`src/rtl/fb_video_pkg.sv`:
```
// Shared raster defaults, widths, pixel types and test-bar colours for the frame-buffer video reader.
package fb_video_pkg;

    localparam int H_ACTIVE_DEF = 640;
    localparam int H_FP_DEF     = 16;
    localparam int H_SYNC_DEF   = 96;
    localparam int H_BP_DEF     = 48;
    localparam int V_ACTIVE_DEF = 480;
    localparam int V_FP_DEF     = 10;
    localparam int V_SYNC_DEF   = 2;
    localparam int V_BP_DEF     = 33;

    localparam int H_TOTAL = H_ACTIVE_DEF + H_FP_DEF + H_SYNC_DEF + H_BP_DEF;
    localparam int V_TOTAL = V_ACTIVE_DEF + V_FP_DEF + V_SYNC_DEF + V_BP_DEF;

    localparam int ADDR_W = 19;
    localparam int HCNT_W = 10;
    localparam int VCNT_W = 10;

    typedef logic [23:0] rgb24_t;

    // Side-band flags that travel alongside a pixel; hs/vs already carry line polarity.
    typedef struct packed {
        logic de;
        logic hs;
        logic vs;
        logic fs;
    } vid_ctl_t;

    localparam rgb24_t BAR_WHITE   = 24'hFFFFFF;
    localparam rgb24_t BAR_YELLOW  = 24'hFFFF00;
    localparam rgb24_t BAR_CYAN    = 24'h00FFFF;
    localparam rgb24_t BAR_GREEN   = 24'h00FF00;
    localparam rgb24_t BAR_MAGENTA = 24'hFF00FF;
    localparam rgb24_t BAR_RED     = 24'hFF0000;
    localparam rgb24_t BAR_BLUE    = 24'h0000FF;
    localparam rgb24_t BAR_BLACK   = 24'h000000;

    function automatic rgb24_t bar_color(input logic [2:0] idx);
        rgb24_t c;
        case (idx)
            3'd0:    c = BAR_WHITE;
            3'd1:    c = BAR_YELLOW;
            3'd2:    c = BAR_CYAN;
            3'd3:    c = BAR_GREEN;
            3'd4:    c = BAR_MAGENTA;
            3'd5:    c = BAR_RED;
            3'd6:    c = BAR_BLUE;
            default: c = BAR_BLACK;
        endcase
        return c;
    endfunction

endpackage

```
`src/rtl/fb_video_reader_if.sv`:
```
// Frame RAM read port plus video output bundle; master is the reader, slave is RAM/encoder side.
interface fb_video_reader_if;
    import fb_video_pkg::*;

    logic [ADDR_W-1:0] ordaddr;
    logic              ord_en;
    rgb24_t            ordata;
    rgb24_t            orgb;
    logic              ode;
    logic              ohsync;
    logic              ovsync;
    logic              oframe_start;

    modport master (
        output ordaddr, ord_en, orgb, ode, ohsync, ovsync, oframe_start,
        input  ordata
    );

    modport slave (
        input  ordaddr, ord_en, orgb, ode, ohsync, ovsync, oframe_start,
        output ordata
    );

endinterface

```
`src/rtl/video_timing_gen.sv`:
```
// Raster counters with run-enable hold at the frame origin; h_cnt_o exists only with FB_TEST_PATTERN_EN.
module video_timing_gen
    import fb_video_pkg::*;
#(
    parameter int H_ACTIVE = H_ACTIVE_DEF,
    parameter int H_FP     = H_FP_DEF,
    parameter int H_SYNC   = H_SYNC_DEF,
    parameter int H_BP     = H_BP_DEF,
    parameter int V_ACTIVE = V_ACTIVE_DEF,
    parameter int V_FP     = V_FP_DEF,
    parameter int V_SYNC   = V_SYNC_DEF,
    parameter int V_BP     = V_BP_DEF
) (
    input  logic              clk_i,
    input  logic              rst_i,
    input  logic              en_i,
`ifdef FB_TEST_PATTERN_EN
    output logic [HCNT_W-1:0] h_cnt_o,
`endif
    output logic              active_o,
    output logic              hsync_o,
    output logic              vsync_o,
    output logic              fstart_o,
    output logic              wrap_o
);

    localparam int HT = H_ACTIVE + H_FP + H_SYNC + H_BP;
    localparam int VT = V_ACTIVE + V_FP + V_SYNC + V_BP;

    localparam logic [HCNT_W-1:0] H_LAST = HCNT_W'(HT - 1);
    localparam logic [HCNT_W-1:0] H_ACT  = HCNT_W'(H_ACTIVE);
    localparam logic [HCNT_W-1:0] HS_BEG = HCNT_W'(H_ACTIVE + H_FP);
    localparam logic [HCNT_W-1:0] HS_END = HCNT_W'(H_ACTIVE + H_FP + H_SYNC);
    localparam logic [VCNT_W-1:0] V_LAST = VCNT_W'(VT - 1);
    localparam logic [VCNT_W-1:0] V_ACT  = VCNT_W'(V_ACTIVE);
    localparam logic [VCNT_W-1:0] VS_BEG = VCNT_W'(V_ACTIVE + V_FP);
    localparam logic [VCNT_W-1:0] VS_END = VCNT_W'(V_ACTIVE + V_FP + V_SYNC);

    logic [HCNT_W-1:0] h_q, h_d;
    logic [VCNT_W-1:0] v_q, v_d;
    logic              h_last, v_last;

    always_comb begin
        h_last = (h_q == H_LAST);
        v_last = (v_q == V_LAST);
        h_d    = h_q;
        v_d    = v_q;
        if (!en_i) begin
            // A dropped enable abandons the frame; restart is always from the origin.
            h_d = '0;
            v_d = '0;
        end else if (h_last) begin
            h_d = '0;
            v_d = v_last ? '0 : v_q + 1'b1;
        end else begin
            h_d = h_q + 1'b1;
        end
    end

    always_ff @(posedge clk_i) begin
        if (rst_i) begin
            h_q <= '0;
            v_q <= '0;
        end else begin
            h_q <= h_d;
            v_q <= v_d;
        end
    end

    assign active_o = en_i && (h_q < H_ACT) && (v_q < V_ACT);
    assign hsync_o  = en_i && (h_q >= HS_BEG) && (h_q < HS_END);
    assign vsync_o  = en_i && (v_q >= VS_BEG) && (v_q < VS_END);
    assign fstart_o = active_o && (h_q == '0) && (v_q == '0);
    assign wrap_o   = en_i && h_last && v_last;

`ifdef FB_TEST_PATTERN_EN
    assign h_cnt_o = h_q;
`endif

endmodule

```
`src/rtl/fb_video_reader.sv`:
```
// Frame-buffer scan-out: linear RAM reads, sync/de delay line aligned to read data, output register.
// Optional colour-bar generator is built when FB_TEST_PATTERN_EN is defined (adds the itest port).
module fb_video_reader
    import fb_video_pkg::*;
#(
    parameter int H_ACTIVE = H_ACTIVE_DEF,
    parameter int H_FP     = H_FP_DEF,
    parameter int H_SYNC   = H_SYNC_DEF,
    parameter int H_BP     = H_BP_DEF,
    parameter int V_ACTIVE = V_ACTIVE_DEF,
    parameter int V_FP     = V_FP_DEF,
    parameter int V_SYNC   = V_SYNC_DEF,
    parameter int V_BP     = V_BP_DEF,
    parameter bit SYNC_POL = 1'b0,
    parameter int RD_LAT   = 1
) (
    input  logic             iclk,
    input  logic             ireset,
    input  logic             ienable,
`ifdef FB_TEST_PATTERN_EN
    input  logic             itest,
`endif
    fb_video_reader_if.master vid
);

    localparam vid_ctl_t CTL_IDLE = '{de: 1'b0, hs: ~SYNC_POL, vs: ~SYNC_POL, fs: 1'b0};

    logic tg_active, tg_hs, tg_vs, tg_fs, tg_wrap;
`ifdef FB_TEST_PATTERN_EN
    logic [HCNT_W-1:0] tg_h;
`endif

    video_timing_gen #(
        .H_ACTIVE (H_ACTIVE),
        .H_FP     (H_FP),
        .H_SYNC   (H_SYNC),
        .H_BP     (H_BP),
        .V_ACTIVE (V_ACTIVE),
        .V_FP     (V_FP),
        .V_SYNC   (V_SYNC),
        .V_BP     (V_BP)
    ) u_timing (
        .clk_i    (iclk),
        .rst_i    (ireset),
        .en_i     (ienable),
`ifdef FB_TEST_PATTERN_EN
        .h_cnt_o  (tg_h),
`endif
        .active_o (tg_active),
        .hsync_o  (tg_hs),
        .vsync_o  (tg_vs),
        .fstart_o (tg_fs),
        .wrap_o   (tg_wrap)
    );

    logic [ADDR_W-1:0] addr_q, addr_d;
    logic [ADDR_W-1:0] rdaddr_q;
    vid_ctl_t          ctl_a, ctl_b_q;
    vid_ctl_t          vld_pipe_q [RD_LAT:0];
    rgb24_t            orgb_q, orgb_d;

    // Address tracks the current pixel; it parks after the last active pixel until the frame wraps.
    always_comb begin
        addr_d = addr_q;
        if (!ienable || tg_wrap) begin
            addr_d = '0;
        end else if (tg_active) begin
            addr_d = addr_q + 1'b1;
        end
    end

    always_comb begin
        ctl_a    = CTL_IDLE;
        ctl_a.de = tg_active;
        ctl_a.hs = tg_hs ? SYNC_POL : ~SYNC_POL;
        ctl_a.vs = tg_vs ? SYNC_POL : ~SYNC_POL;
        ctl_a.fs = tg_fs;
    end

`ifdef FB_TEST_PATTERN_EN
    logic [HCNT_W-1:0] h_b_q;
    logic [HCNT_W-1:0] h_pipe_q [RD_LAT-1:0];

    // Column only matters while de is set, so this path carries no reset.
    always_ff @(posedge iclk) begin
        h_b_q       <= tg_h;
        h_pipe_q[0] <= h_b_q;
        for (int i = 1; i < RD_LAT; i++) begin
            h_pipe_q[i] <= h_pipe_q[i-1];
        end
    end
`endif

    // Stage RD_LAT-1 of the delay line lines up with the cycle ordata is valid.
    always_comb begin
        orgb_d = '0;
        if (vld_pipe_q[RD_LAT-1].de) begin
            orgb_d = vid.ordata;
`ifdef FB_TEST_PATTERN_EN
            if (itest) begin
                orgb_d = bar_color(3'(h_pipe_q[RD_LAT-1] / HCNT_W'(H_ACTIVE / 8)));
            end
`endif
        end
    end

    always_ff @(posedge iclk) begin
        if (ireset) begin
            addr_q   <= '0;
            rdaddr_q <= '0;
            ctl_b_q  <= CTL_IDLE;
            orgb_q   <= '0;
            for (int i = 0; i <= RD_LAT; i++) begin
                vld_pipe_q[i] <= CTL_IDLE;
            end
        end else begin
            addr_q        <= addr_d;
            rdaddr_q      <= addr_q;
            ctl_b_q       <= ctl_a;
            vld_pipe_q[0] <= ctl_b_q;
            for (int i = 1; i <= RD_LAT; i++) begin
                vld_pipe_q[i] <= vld_pipe_q[i-1];
            end
            orgb_q        <= orgb_d;
        end
    end

    assign vid.ordaddr      = rdaddr_q;
    assign vid.ord_en       = ctl_b_q.de;
    assign vid.orgb         = orgb_q;
    assign vid.ode          = vld_pipe_q[RD_LAT].de;
    assign vid.ohsync       = vld_pipe_q[RD_LAT].hs;
    assign vid.ovsync       = vld_pipe_q[RD_LAT].vs;
    assign vid.oframe_start = vld_pipe_q[RD_LAT].fs;

endmodule

```
`src/flat_wrapper.sv`:
```
// flat-port wrapper written by rule: the top's interface ports become plain ports
module fb_video_reader_flat import fb_video_pkg::*;
#(
    parameter int H_ACTIVE = H_ACTIVE_DEF,
    parameter int H_FP     = H_FP_DEF,
    parameter int H_SYNC   = H_SYNC_DEF,
    parameter int H_BP     = H_BP_DEF,
    parameter int V_ACTIVE = V_ACTIVE_DEF,
    parameter int V_FP     = V_FP_DEF,
    parameter int V_SYNC   = V_SYNC_DEF,
    parameter int V_BP     = V_BP_DEF,
    parameter bit SYNC_POL = 1'b0,
    parameter int RD_LAT   = 1
)
  (iclk, ireset, ienable, vid_ordaddr, vid_ord_en, vid_orgb, vid_ode, vid_ohsync, vid_ovsync, vid_oframe_start, vid_ordata);
  fb_video_reader_if vid_i ();
  input  logic iclk;
  input  logic ireset;
  input  logic ienable;
  output wire logic [$bits(vid_i.ordaddr)-1:0] vid_ordaddr;
  output wire logic [$bits(vid_i.ord_en)-1:0] vid_ord_en;
  output wire logic [$bits(vid_i.orgb)-1:0] vid_orgb;
  output wire logic [$bits(vid_i.ode)-1:0] vid_ode;
  output wire logic [$bits(vid_i.ohsync)-1:0] vid_ohsync;
  output wire logic [$bits(vid_i.ovsync)-1:0] vid_ovsync;
  output wire logic [$bits(vid_i.oframe_start)-1:0] vid_oframe_start;
  input wire logic [$bits(vid_i.ordata)-1:0] vid_ordata;
  assign vid_ordaddr = vid_i.ordaddr;
  assign vid_ord_en = vid_i.ord_en;
  assign vid_orgb = vid_i.orgb;
  assign vid_ode = vid_i.ode;
  assign vid_ohsync = vid_i.ohsync;
  assign vid_ovsync = vid_i.ovsync;
  assign vid_oframe_start = vid_i.oframe_start;
  assign vid_i.ordata = vid_ordata;
  fb_video_reader #(.H_ACTIVE(H_ACTIVE), .H_FP(H_FP), .H_SYNC(H_SYNC), .H_BP(H_BP), .V_ACTIVE(V_ACTIVE), .V_FP(V_FP), .V_SYNC(V_SYNC), .V_BP(V_BP), .SYNC_POL(SYNC_POL), .RD_LAT(RD_LAT)) u_core (.iclk(iclk), .ireset(ireset), .ienable(ienable), .vid(vid_i));
endmodule
```
`config.mk`:
```
export PLATFORM = sky130hd
export DESIGN_NAME = fb_video_reader_flat
export DESIGN_NICKNAME = d
export VERILOG_FILES = /design/src/rtl/fb_video_pkg.sv /design/src/rtl/fb_video_reader_if.sv /design/src/rtl/video_timing_gen.sv /design/src/rtl/fb_video_reader.sv /design/src/flat_wrapper.sv
export SDC_FILE = /design/constraint.sdc
export NUM_CORES = 1
export LEC_CHECK = 0
export ABC_AREA = 0
export BUFFER_PORTS_ARGS = -buffer_cell sky130_fd_sc_hd__buf_2
export CAP_MARGIN = 10
export CORE_UTILIZATION = 53
export DETAILED_ROUTE_END_ITERATION = 8
export PLACE_DENSITY = 0.88
export SLEW_MARGIN = 20
export SYNTH_ARGS = -nofsm -noshare
export SYNTH_HDL_FRONTEND = slang
export SYNTH_HIERARCHICAL = 1
export SYNTH_SLANG_ARGS = --single-unit
```
`constraint.sdc`:
```
create_clock -name iclk -period 2.92 [get_ports iclk]
set_input_delay 0.438 -clock iclk [delete_from_list [all_inputs] [get_ports iclk]]
set_output_delay 0.438 -clock iclk [all_outputs]
set_load 0.02 [all_outputs]
```
# ---- After elaboration in Yosys (flattened, before gate mapping)
# Memories as Yosys holds them, arrays and structs flattened.
# Cells that the tools add are included.
# W data, S select, Z words.
dict set report word_totals {
  mem_bits_rw 8
  inputBits 27
  word_cells 51
  n_memories 1
  latch_bits 0
  out_inout_bits 48
  ff_bits 86
  rom_bits 0
}
# name words width rd rd_ports_with_merged_regs write_ports line_no
set memory_table {}
lappend memory_table {u_core.vld_pipe_q 2 4 2 0 2 fb_video_reader.sv:59} ;# vid_ctl_t vld_pipe_q [RD_LAT:0];
dict set report op_classes {
  n_div 0
  mul 0
  shift 0
  reduce_logical 18
  eq_ne 2
  n_addsub 3
  bitwise 4
  mux 8
  magnitude_cmp 6
}
# op count
set op_table {}
lappend op_table {{$add A10 B1 Y10 const B} 2}
lappend op_table {{$eq A10 B10 Y1 const B} 2}
lappend op_table {{$logic_not A10 Y1} 2}
lappend op_table {{$lt A10 B10 Y1 const B} 2}
lappend op_table {{$lt A10 B9 Y1 const B} 2}
lappend op_table {{$add A19 B1 Y19 const B} 1}
lappend op_table {{$ge A10 B10 Y1 const B} 1}
lappend op_table {{$ge A10 B9 Y1 const B} 1}
lappend op_table {{$logic_and A1 B1 Y1} 10}
lappend op_table {{$mux W10} 1}
lappend op_table {{$mux W4} 2}
lappend op_table {{$reduce_or A2 Y1} 3}
lappend op_table {{$mux W1} 5}
lappend op_table {{$reduce_or A3 Y1} 1}
lappend op_table {{$not A1 Y1} 2}
lappend op_table {{$or A1 B1 Y1} 2}
lappend op_table {{$logic_not A1 Y1} 1}
lappend op_table {{$logic_or A1 B1 Y1} 1}

# ---- Depth between registers and ports, before layout
# Gate-level depths: netlist of the first run.
dict set report depth {
  depth_word 5
  ltp_mapped 9
  depth_no_buf 8
}

# ---- Modules after synthesis
# Netlist of the first run, hierarchy kept.
# module seq_area_each_um2 area_each_um2 instances cells_per_inst
set by_module_without_submodules {}
lappend by_module_without_submodules {fb_video_reader 1481.4 2323.5 1 213}
lappend by_module_without_submodules {video_timing_gen 400.4 1073.5 1 130}

# ---- Least setup slack after synthesis of the first run
# OpenSTA, ideal clock, no wires.
dict set report synth_timing {
  kind {register to register}
  startpoint {register u_core.u_timing.h_q[0]}
  endpoint {register u_core.addr_q[18]}
  period_less_slack_ps 2406
  arrival_time_ps 2346
  path_buffers 2
  required_ps 2860
  stages_incl_launch_ff 10
  path_slack_ps 514
  setup_time_ps 60
  cell_sequence {dfxtp_1 ha_1 and4_1 clkbuf_1 nand3_1 nor3_1 or3b_2 clkbuf_1 or4_1 nand2_1}
}
dict set report synth_between {
  elab_chain_cells 5
  word_cells_on_any_way 8
  cone_classes {order compare (1); eq/ne (1); reduce/logical (6)}
}
# element line_no
set synth_lines {}
lappend synth_lines {{from (decl)} video_timing_gen.sv:39} ;# logic [HCNT_W-1:0] h_q, h_d;
lappend synth_lines {{from (signal assigned)} video_timing_gen.sv:62} ;# h_q <= '0;
lappend synth_lines {{from (signal assigned)} video_timing_gen.sv:65} ;# h_q <= h_d;
lappend synth_lines {{$eq A10 B10 Y1} video_timing_gen.sv:44} ;# h_last = (h_q == H_LAST);
lappend synth_lines {{$logic_and A1 B1 Y1 (2 in a row)} video_timing_gen.sv:74} ;# assign wrap_o = en_i && h_last && v_last;
lappend synth_lines {{net u_core.tg_wrap} fb_video_reader.sv:28} ;# logic tg_active, tg_hs, tg_vs, tg_fs, tg_wrap;
lappend synth_lines {{$logic_or A1 B1 Y1} fb_video_reader.sv:65} ;# if (!ienable || tg_wrap) begin
lappend synth_lines {{$reduce_or A2 Y1 (no source line)} -}
lappend synth_lines {{to (signal assigned)} fb_video_reader.sv:117} ;# addr_q <= addr_d;
lappend synth_lines {{to (decl)} fb_video_reader.sv:56} ;# logic [ADDR_W-1:0] addr_q, addr_d;
# The timed path passes the listed nets, and every way through them passes these cells.
# A chain may end at the register's enable or synchronous reset.

# ---- Worst setup path after layout of the first run
# Same ends and word-level chain as after synthesis.

==> reports/qor.csv, run 1 <==
metric,value,unit
status,"complete, no violations",
clock skew,8.57,ps
relative max-transition margin,52.7,%
Synth Warn #,6,
area delta synth->final,18.1,%
Final Hold Fails,0,
vias,2590,
Multi-input gate area,1410,sq um
critical path startpoint,u_core/u_timing/h_q[0]$_SDFF_PP0_,
Core Region,6060,sq um
synthesized area,3400,sq um
die height,82.1,microns
gpl congestion,0.890,
number of buffers added for setup after CTS,0,
post-route setup slack,507,ps
Avg Vias per Cell,5.23,
Final period util,82.6,%
DRT iter0 DRCs,122,
Worst R2R End,u_core/addr_q[18]$_SDFFE_PP0P_,
Cells on Worst Hold Path,2,
total CTS buffers,9,
CTS Root Cell,clkbuf_8,
IO buf count,74,
RSZ-0062 raised after global routing,false,
Placed Cells,480,
FF-to-FF Start,u_core/u_timing/h_q[0]$_SDFF_PP0_,
top-area cell type share of the netlist area,55.4,%
H-tree levels,3,
vias in the first global route,2218,
R2R setup slack,510,ps
# IOs,75,
fin util,66.2,%
row count,28,
Worst Path Arrival,2710,ps
Worst-path clk slew,80,ps
kind of critical path,reg2reg,
Seq. cell area,1880,sq um
# diodes,0,
crit path capture,u_core/addr_q[18]$_SDFFE_PP0P_,
Initial Util,56.0,%
filler instances,483,
dominant cells by area after synthesis,"dfxtp_1, and2_1, xnor2_1",
pwr dens,549,nW/um^2
Die ar.,6730,sq um
post-route ant nets,0,
hold buffer count at cts,0,
crit start category,flip-flop,
Critical Path Fanout Max,6,
fmax,0.414,GHz
Final TNS setup,0,ps
Slew Limit Fails,0,
"FFs w/ async S/R, synth",0,%
minimum clock period,2410,ps
first-pass GRT wire length,9740,microns
Max rail drop VDD,0.379,mV
most numerous cell in the Yosys netlist,dfxtp_1,
"Seq/Total Area, Yosys",55.4,%
clk_lat worst skew,350,ps
layout cells sized above 1,24.5,%
Lkg Pwr,0.00165,uW
"Net Count, Synth",375,
"top cells by count, synth","dfxtp_1, nor2_1, and2_1",
GRT Overall Usage,19.4,%
# Max-Cap Violations,0,
dpl ws,582,ps
final setup fails,0,
DR pass1 iterations,4,
Post-synth EDFFs,0,
HP Class,in2reg,
Post-Synthesis Mean Instance Area,9.90,sq um
Clock Path Buffers,2,
DRC errors left,0,
Post-layout nets,448,
Clock Sinks,94,
grt total ovfl,0,
Worst Tran Pin Value,705,ps
filler-free cell count of the finished design,495,
Netlist cell types,38,
R2R cell count,7,
"flops & latches, synth",94,
CTS resizes,0,
die span in x,82.1,microns
crit end category,flip-flop,
wire length per cell,12.8,microns
worst path required time,3210,ps
hpwl dp,4450,microns
Min Hold Slack,284,ps
CTS tree,built,
Most used DFF post-synth,dfxtp_1,
post-synth top area cell,dfxtp_1,
initial antenna violation count,0,
WL final,6330,microns
largest net degree at the start of global routing,26,
Mapped Cells,343,
## metal layers
metal / routed length (microns) / up-vias / global-route usage, %
met1: 2810 / 1190 / 22.7
met2: 3030 / 80 / 32.1
met3: 341 / 16 / 5.89
li1: - / 1304 / -
met5: 0 / - / 0
met4: 146 / 0 / 8.95
## layout make-up
type,count,area share [%]
Inverter,11,1.03
Multi-Input combinational cell,224,35.2
Timing Repair Buffer,76,9.60
Clock buffer,10,3.43
Clock inverter,5,1.50
Tap cell,75,2.34
Sequential cell,94,46.9
## stage by stage
step | total power, uW | cell area (sq um)
floorplan | 1370 | 3400
global placement | 1400 | 3810
detailed placement | 1400 | 3810
CTS | 2230 | 4010
global route | 2290 | 4010
finish | 2200 | 4010
## worst max-delay path, stage by stage (launching register included)
cell     delay, ps
dfxtp_1        350
ha_1           260
and4_1         260
nand3_1        270
nor3_1         110
or3b_2         490
or4_1          530
nand2_1         90
## sequential cells by signal, summed over array words and instances, names as in the netlist
register / count
u_core/vid.ordaddr: 19
u_core/addr_q: 19
u_core/u_timing/h_q: 10
u_core/ctl_b_q: 3
u_core/vld_pipe_q: 8
u_core/vid.ord_en: 1
u_core/u_timing/v_q: 10
u_core/vid.orgb: 24
## report_power, final
group | switching (uW) | internal [uW]
clock | 419 | 416
combinational | 41.8 | 31.2
sequential | 5.56 | 1290
## how the worst min path moves through the flow
stage / start / slack [ps] / endpoint
after floorplan: u_core/ctl_b_q[1]$_SDFF_PP1_ / 390 / u_core/vld_pipe_q[0][1]$_SDFF_PP1_
after global placement: u_core/vld_pipe_q[0][1]$_SDFF_PP1_ / 400 / u_core/vld_pipe_q[0][5]$_SDFF_PP1_
after detailed placement: u_core/vld_pipe_q[0][1]$_SDFF_PP1_ / 400 / u_core/vld_pipe_q[0][5]$_SDFF_PP1_
after CTS: vid_ordata[20] / 260 / u_core/vid.orgb[20]$_SDFF_PP0_
after global routing: vid_ordata[12] / 260 / u_core/vid.orgb[12]$_SDFF_PP0_
final: vid_ordata[20] / 280 / u_core/vid.orgb[20]$_SDFF_PP0_
## placed cells by master (no fill, tap or decap), drive strengths merged
cell / n
o211ai: 1
and4: 2
ha: 5
nor4: 11
nor3b: 1
xor2: 10
xnor2: 16
nor2: 35
nor2b: 22
dfxtp: 94
bufinv: 1
clkbuf: 10
or3b: 1
clkinvlp: 1
a21oi: 6
or3: 7
nand4b: 2
nand3: 9
and3: 6
and4b: 1
or2: 4
inv: 11
nand2b: 4
a31o: 1
or4: 3
a211o: 1
nand2: 12
nor3: 10
and2: 25
nand4: 18
nor4b: 1
mux2i: 3
clkinv: 3
buf: 76
o21ai: 7
## kinds of logic after synthesis
logic type | after synthesis | synth area share [%]
DFF | 94 | 55.4
and+or+nand+nor | 174 | 29.4
xor gates and xnor gates | 26 | 6.70
AOI/OAI and AO/OA | 16 | 2.65
buffers and inverters | 25 | 3.09
adders and majority gates | 5 | 1.84
muxes | 3 | 0.884
No activity file was read; power rests on OpenSTA's default activity.
==> run 2, diff against run 1 <==
Settings changed: CORE_UTILIZATION 53 to 48, PLACE_DENSITY 0.88 to 0.85.
Clock period 2.92 ns to 1.93 ns, I/O delays scaled along.
==> run 2 against run 1 <==
Non-clock buffer count increased by 23. Clock-buffer cell count decreased by 1. Power increased by 50%. Combinational power increased by 75%. Final cell count increased by 9.1%. Clock skew increased by 3.4 ps. Sequential share of layout area decreased by 2.9 points. Largest cell class unchanged.
==> reports/qor.csv, run 2 (same netlist as run 1, synthesis figures left out) <==
metric,value,unit,change
initial antenna violation count,0,,unchanged
Lkg Pwr,0.00177,uW,+7.6%
"commonest cells after routing, fill and taps aside","dfxtp_1, buf_2, nor2_1",,
Multi-input gate area,1490,sq um,+5.1%
die height,86.1,microns,+5.0%
# Max-Cap Violations,0,,unchanged
Worst Tran Pin Value,664,ps,-41.2 ps
relative max-transition margin,55.5,%,+2.9 points
Avg Vias per Cell,4.98,,-4.8%
Post-Route M1 WL,2840,microns,+1.0%
WL final,6680,microns,+5.5%
wire length per cell,12.4,microns,-3.3%
CTS Root Cell,clkbuf_8,,
post-route setup slack,42.0,ps,-465 ps
clock skew,12.0,ps,+3.41 ps
Die ar.,7420,sq um,+10%
met3 wire len,339,microns,-0.59%
row count,30,,+7.1%
DRC errors left,0,,unchanged
IO buf count,74,,unchanged
fmax,0.530,GHz,+28%
Met2 Wirelength,3360,microns,+11%
Clock Path Buffers,2,,unchanged
Seq. cell area,1890,sq um,+0.40%
placed instance area,4050,sq um,+6.3%
most common library cell in the layout ignoring fill and taps,dfxtp_1,,
Core Region,6830,sq um,+13%
final setup fails,0,,unchanged
layout cells sized above 1,32.4,%,+7.9 points
total CTS buffers,9,,unchanged
die span in x,86.1,microns,+5.0%
Final TNS setup,0,ps,unchanged
kind of critical path,reg2reg,,
Worst Path Arrival,2180,ps,-530 ps
largest net degree at the start of global routing,26,,unchanged
hpwl dp,4830,microns,+8.4%
Final period util,97.8,%,+15 points
Max rail drop VDD,0.460,mV,+21%
crit start category,flip-flop,,
CTS tree,built,,
area delta synth->final,26.4,%,
gpl congestion,0.850,,-4.5%
Slew Limit Fails,0,,unchanged
max FFs per register,24,,unchanged
grt total ovfl,0,,unchanged
first-pass GRT wire length,10600,microns,+8.5%
GRT Overall Usage,18.3,%,-1.0 points
HP Class,in2reg,,
Top Metal Used,met4,,
crit end category,flip-flop,,
post-route cell area,4290,sq um,+7.0%
DR pass1 iterations,4,,unchanged
# IOs,75,,unchanged
Min Hold Slack,120,ps,-164 ps
Initial Util,49.7,%,-6.3 points
Post-layout nets,471,,+5.1%
status,"complete, no violations",,
Worst-path clk slew,100,ps,+20 ps
minimum clock period,1890,ps,-525 ps
clk_lat worst skew,360,ps,about the same
vias in the first global route,2461,,+11%
dpl ws,55.2,ps,-527 ps
fin util,62.8,%,-3.4 points
post-route ant nets,0,,unchanged
# diodes,0,,unchanged
Clock Sinks,94,,unchanged
Final Hold Fails,0,,unchanged
DRT iter0 DRCs,138,,+13%
filler instances,559,,+16%
pwr dens,772,nW/um^2,+40%
worst path required time,2230,ps,-980 ps
H-tree levels,3,,unchanged
vias,2689,,+3.8%
Critical Path Fanout Max,4,,-2
## run 2: what timing repair did
item / 4_1_cts / 5_1_grt
hold buffers: 0 / 0
gates resized for setup: 0 / 15
endpoints found under the setup margin: 0 / 6
setup buffers: 0 / 1
## run 2: path summary, 6_finish.rpt
check	startpoint	endpoint	slack, ps	cells past startpoint
max	u_core/u_timing/h_q[0]$_SDFF_PP0_	u_core/addr_q[18]$_SDFFE_PP0P_	40	7
min	vid_ordata[19]	u_core/vid.orgb[19]$_SDFF_PP0_	120	2
max reg2reg	u_core/u_timing/h_q[0]$_SDFF_PP0_	u_core/addr_q[18]$_SDFFE_PP0P_	40	7
min reg2reg	u_core/vld_pipe_q[0][1]$_SDFF_PP1_	u_core/vld_pipe_q[0][5]$_SDFF_PP1_	420	1
## run 2: routing by layer
| layer | vias to the layer above | track usage, % |
|---|---|---|
| li1 | 1348 | - |
| met1 | 1254 | 20.8 |
| met2 | 74 | 31.1 |
| met3 | 13 | 5.29 |
| met4 | 0 | 9.85 |
| met5 | - | 0 |
## run 2: per-stage QoR
| stage | cells | total power [uW] |
|---|---|---|
| 6_report | 540 | 3310 |
| 3_5_place_dp | 523 | 2130 |
| 3_3_place_gp | 523 | 2130 |
| 5_1_grt | 540 | 3450 |
| 2_1_floorplan | 343 | 2070 |
| 4_1_cts | 539 | 3350 |
## run 2: cell type report
class	count	share of cell area (%)
sequential	94	44.0
multi-input combinational	224	34.6
timing repair buffer	99	13.3
clock buffer	9	2.89
tap	96	2.80
clock inverter	7	1.46
inverter	11	0.962
## run 2: critical path, stage by stage, from the launching register on
cell and delay (ps):
dfxtp_4 370, ha_4 170, and4_4 200, nand3_4 80
nor3_2 50, or3b_4 410, or4_4 490, nand2_2 60
## run 2: where the power goes
part	internal [uW]	total (uW)	switching, uW
clock network	495	1220	729
logic	59.7	128	68.6
registers	1960	1960	6.89
total	2510	3310	805
==> run 3, diff against run 2 <==
Settings changed: CORE_ASPECT_RATIO set to 0.6.
==> run 3 against run 2 <==
Register-to-register slack better by 20 ps. Final cell count down 2.0%. Largest power group unchanged. Critical path type unchanged. Critical path depth down 2. Sequential share of layout area down 0.65 points. Non-clock buffer count down 2. Largest cell class unchanged.
==> reports/qor.csv, run 3 (same netlist as run 1, synthesis figures left out) <==
metric,value,unit,change
Critical Path Fanout Max,4,,unchanged
CTS tree,built,,
final setup fails,0,,unchanged
first-pass GRT wire length,12100,microns,+14%
worst path required time,2200,ps,-30 ps
hpwl dp,5310,microns,+10%
Worst R2R End,u_core/u_timing/v_q[7]$_SDFFE_PP0N_,,
die span in x,111,microns,+28%
vias,2727,,+1.4%
Clock Sinks,94,,unchanged
row count,23,,-23%
Post-Route M1 WL,3550,microns,+25%
Die ar.,7430,sq um,+0.15%
DRT iter0 DRCs,293,,+110%
post-route ant nets,0,,unchanged
Min Hold Slack,142,ps,+22.0 ps
gpl congestion,0.940,,+11%
crit end category,flip-flop,,
Worst Path Arrival,2140,ps,-40 ps
max FFs per register,24,,unchanged
pwr dens,866,nW/um^2,+12%
"commonest cells after routing, fill and taps aside","dfxtp_1, buf_2, nor2_1",,
# diodes,0,,unchanged
# Max-Cap Violations,0,,unchanged
status,"complete, no violations",,
Initial Util,50.2,%,+0.51 points
DR pass1 iterations,5,,+1
grt total ovfl,0,,unchanged
fmax,0.534,GHz,+0.88%
vias in the first global route,2487,,+1.1%
Lkg Pwr,0.00180,uW,+1.9%
hold buffer count at cts,0,,unchanged
crit path capture,u_core/u_timing/v_q[7]$_SDFFE_PP0N_,,
layout cells sized above 1,32.1,%,-0.31 points
total CTS buffers,9,,unchanged
area delta synth->final,28.4,%,
clock skew,4.61,ps,-7.37 ps
Met2 Wirelength,3110,microns,-7.3%
CTS Root Cell,clkbuf_16,,
clk_lat worst skew,350,ps,about the same
kind of critical path,reg2reg,,
R2R setup slack,60,ps,+20 ps
Final period util,97.0,%,-0.85 points
HP Class,in2reg,,
met3 wire len,695,microns,+110%
crit start category,flip-flop,,
minimum clock period,1870,ps,-16.4 ps
Max rail drop VDD,0.771,mV,+67%
Avg Vias per Cell,5.16,,+3.5%
# IOs,75,,unchanged
initial antenna violation count,0,,unchanged
GRT Overall Usage,21.5,%,+3.1 points
H-tree levels,3,,unchanged
most common library cell in the layout ignoring fill and taps,dfxtp_1,,
IO buf count,74,,unchanged
Post-layout nets,469,,-0.42%
filler instances,527,,-5.7%
Worst Tran Pin Value,719,ps,+54.9 ps
Cells on Worst Hold Path,2,,unchanged
Clock Path Buffers,2,,unchanged
critical path startpoint,u_core/u_timing/h_q[1]$_SDFF_PP0_,,
FF-to-FF Start,u_core/u_timing/h_q[1]$_SDFF_PP0_,,
wire length per cell,14.2,microns,+15%
Final TNS setup,0,ps,unchanged
Final Hold Fails,0,,unchanged
Slew Limit Fails,0,,unchanged
Top Metal Used,met4,,
Core Region,6760,sq um,-1.0%
die height,67.2,microns,-22%
R2R cell count,5,,-2
WL final,7520,microns,+13%
DRC errors left,0,,unchanged
Worst-path clk slew,70,ps,-30 ps
largest net degree at the start of global routing,26,,unchanged
relative max-transition margin,51.9,%,-3.7 points
-- run 3: changes by cell type in the layout (fill, tap and decap cells not counted), sizes merged --
cell	delta
buf	-2
clkbuf	+1
inv	-1
-- run 3: worst min-delay path by stage --
stage	from	to	slack, ps
after floorplan	u_core/ctl_b_q[1]$_SDFF_PP1_	u_core/vld_pipe_q[0][1]$_SDFF_PP1_	390
after global placement	u_core/ctl_b_q[2]$_SDFF_PP1_	u_core/vld_pipe_q[0][2]$_SDFF_PP1_	390
after detailed placement	u_core/ctl_b_q[2]$_SDFF_PP1_	u_core/vld_pipe_q[0][2]$_SDFF_PP1_	400
after CTS	vid_ordata[18]	u_core/vid.orgb[18]$_SDFF_PP0_	130
after global routing	vid_ordata[8]	u_core/vid.orgb[8]$_SDFF_PP0_	140
final	vid_ordata[15]	u_core/vid.orgb[15]$_SDFF_PP0_	140
-- run 3: per-stage QoR --
step / area (sq um) / worst slack (ps) / instances / total power (uW) / util (%)
2_1_floorplan: 3450 / -125 / 343 / 2070 / -
3_3_place_gp: 4000 / 99.7 / 510 / 2130 / 59.1
3_5_place_dp: 4000 / -6.63 / 510 / 2130 / 59.1
4_1_cts: 4290 / 4.85 / 526 / 3810 / 63.4
5_1_grt: 4360 / -6.75 / 529 / 3900 / 64.5
6_report: 4360 / 58.4 / 529 / 3780 / 64.5
-- run 3: cell type report --
type | instances | area [sq um] | share of cell area (%)
repair buffers | 97 | 547 | 12.5
well taps | 87 | 109 | 2.50
multi-input cells | 224 | 1480 | 34.0
clock buffers | 10 | 239 | 5.48
inverters | 11 | 41.3 | 0.947
clock inverters | 6 | 51.3 | 1.18
flip-flops and latches | 94 | 1890 | 43.4
-- run 3: critical path: stages (launching register included) --
cell and delay, ps:
dfxtp_2 370, ha_4 160, nand4_1 180, or4_4 590
or3_1 330, a21oi_1 160
-- run 3: per-layer routing --
metal  global-route usage [%]  vias to the layer above
met3                     8.35                       19
met4                     10.2                        0
met1                     28.0                     1226
met5                        0                        -
met2                     31.5                      137
li1                         -                     1345
-- run 3: repair_timing --
action / CTS / global route
endpoints found under the setup margin: 2 / 13
resized for setup: 1 / 15
setup buffers: 0 / 3
gates cloned: 0 / 0
pin swaps: 0 / 2
-- run 3: power by group --
part / total, uW / internal (uW) / switching [uW]
Clock: 1680 / 925 / 760
Sequential: 1960 / 1960 / 7.23
Combinational: 127 / 55.1 / 72.0
Total: 3780 / 2940 / 839
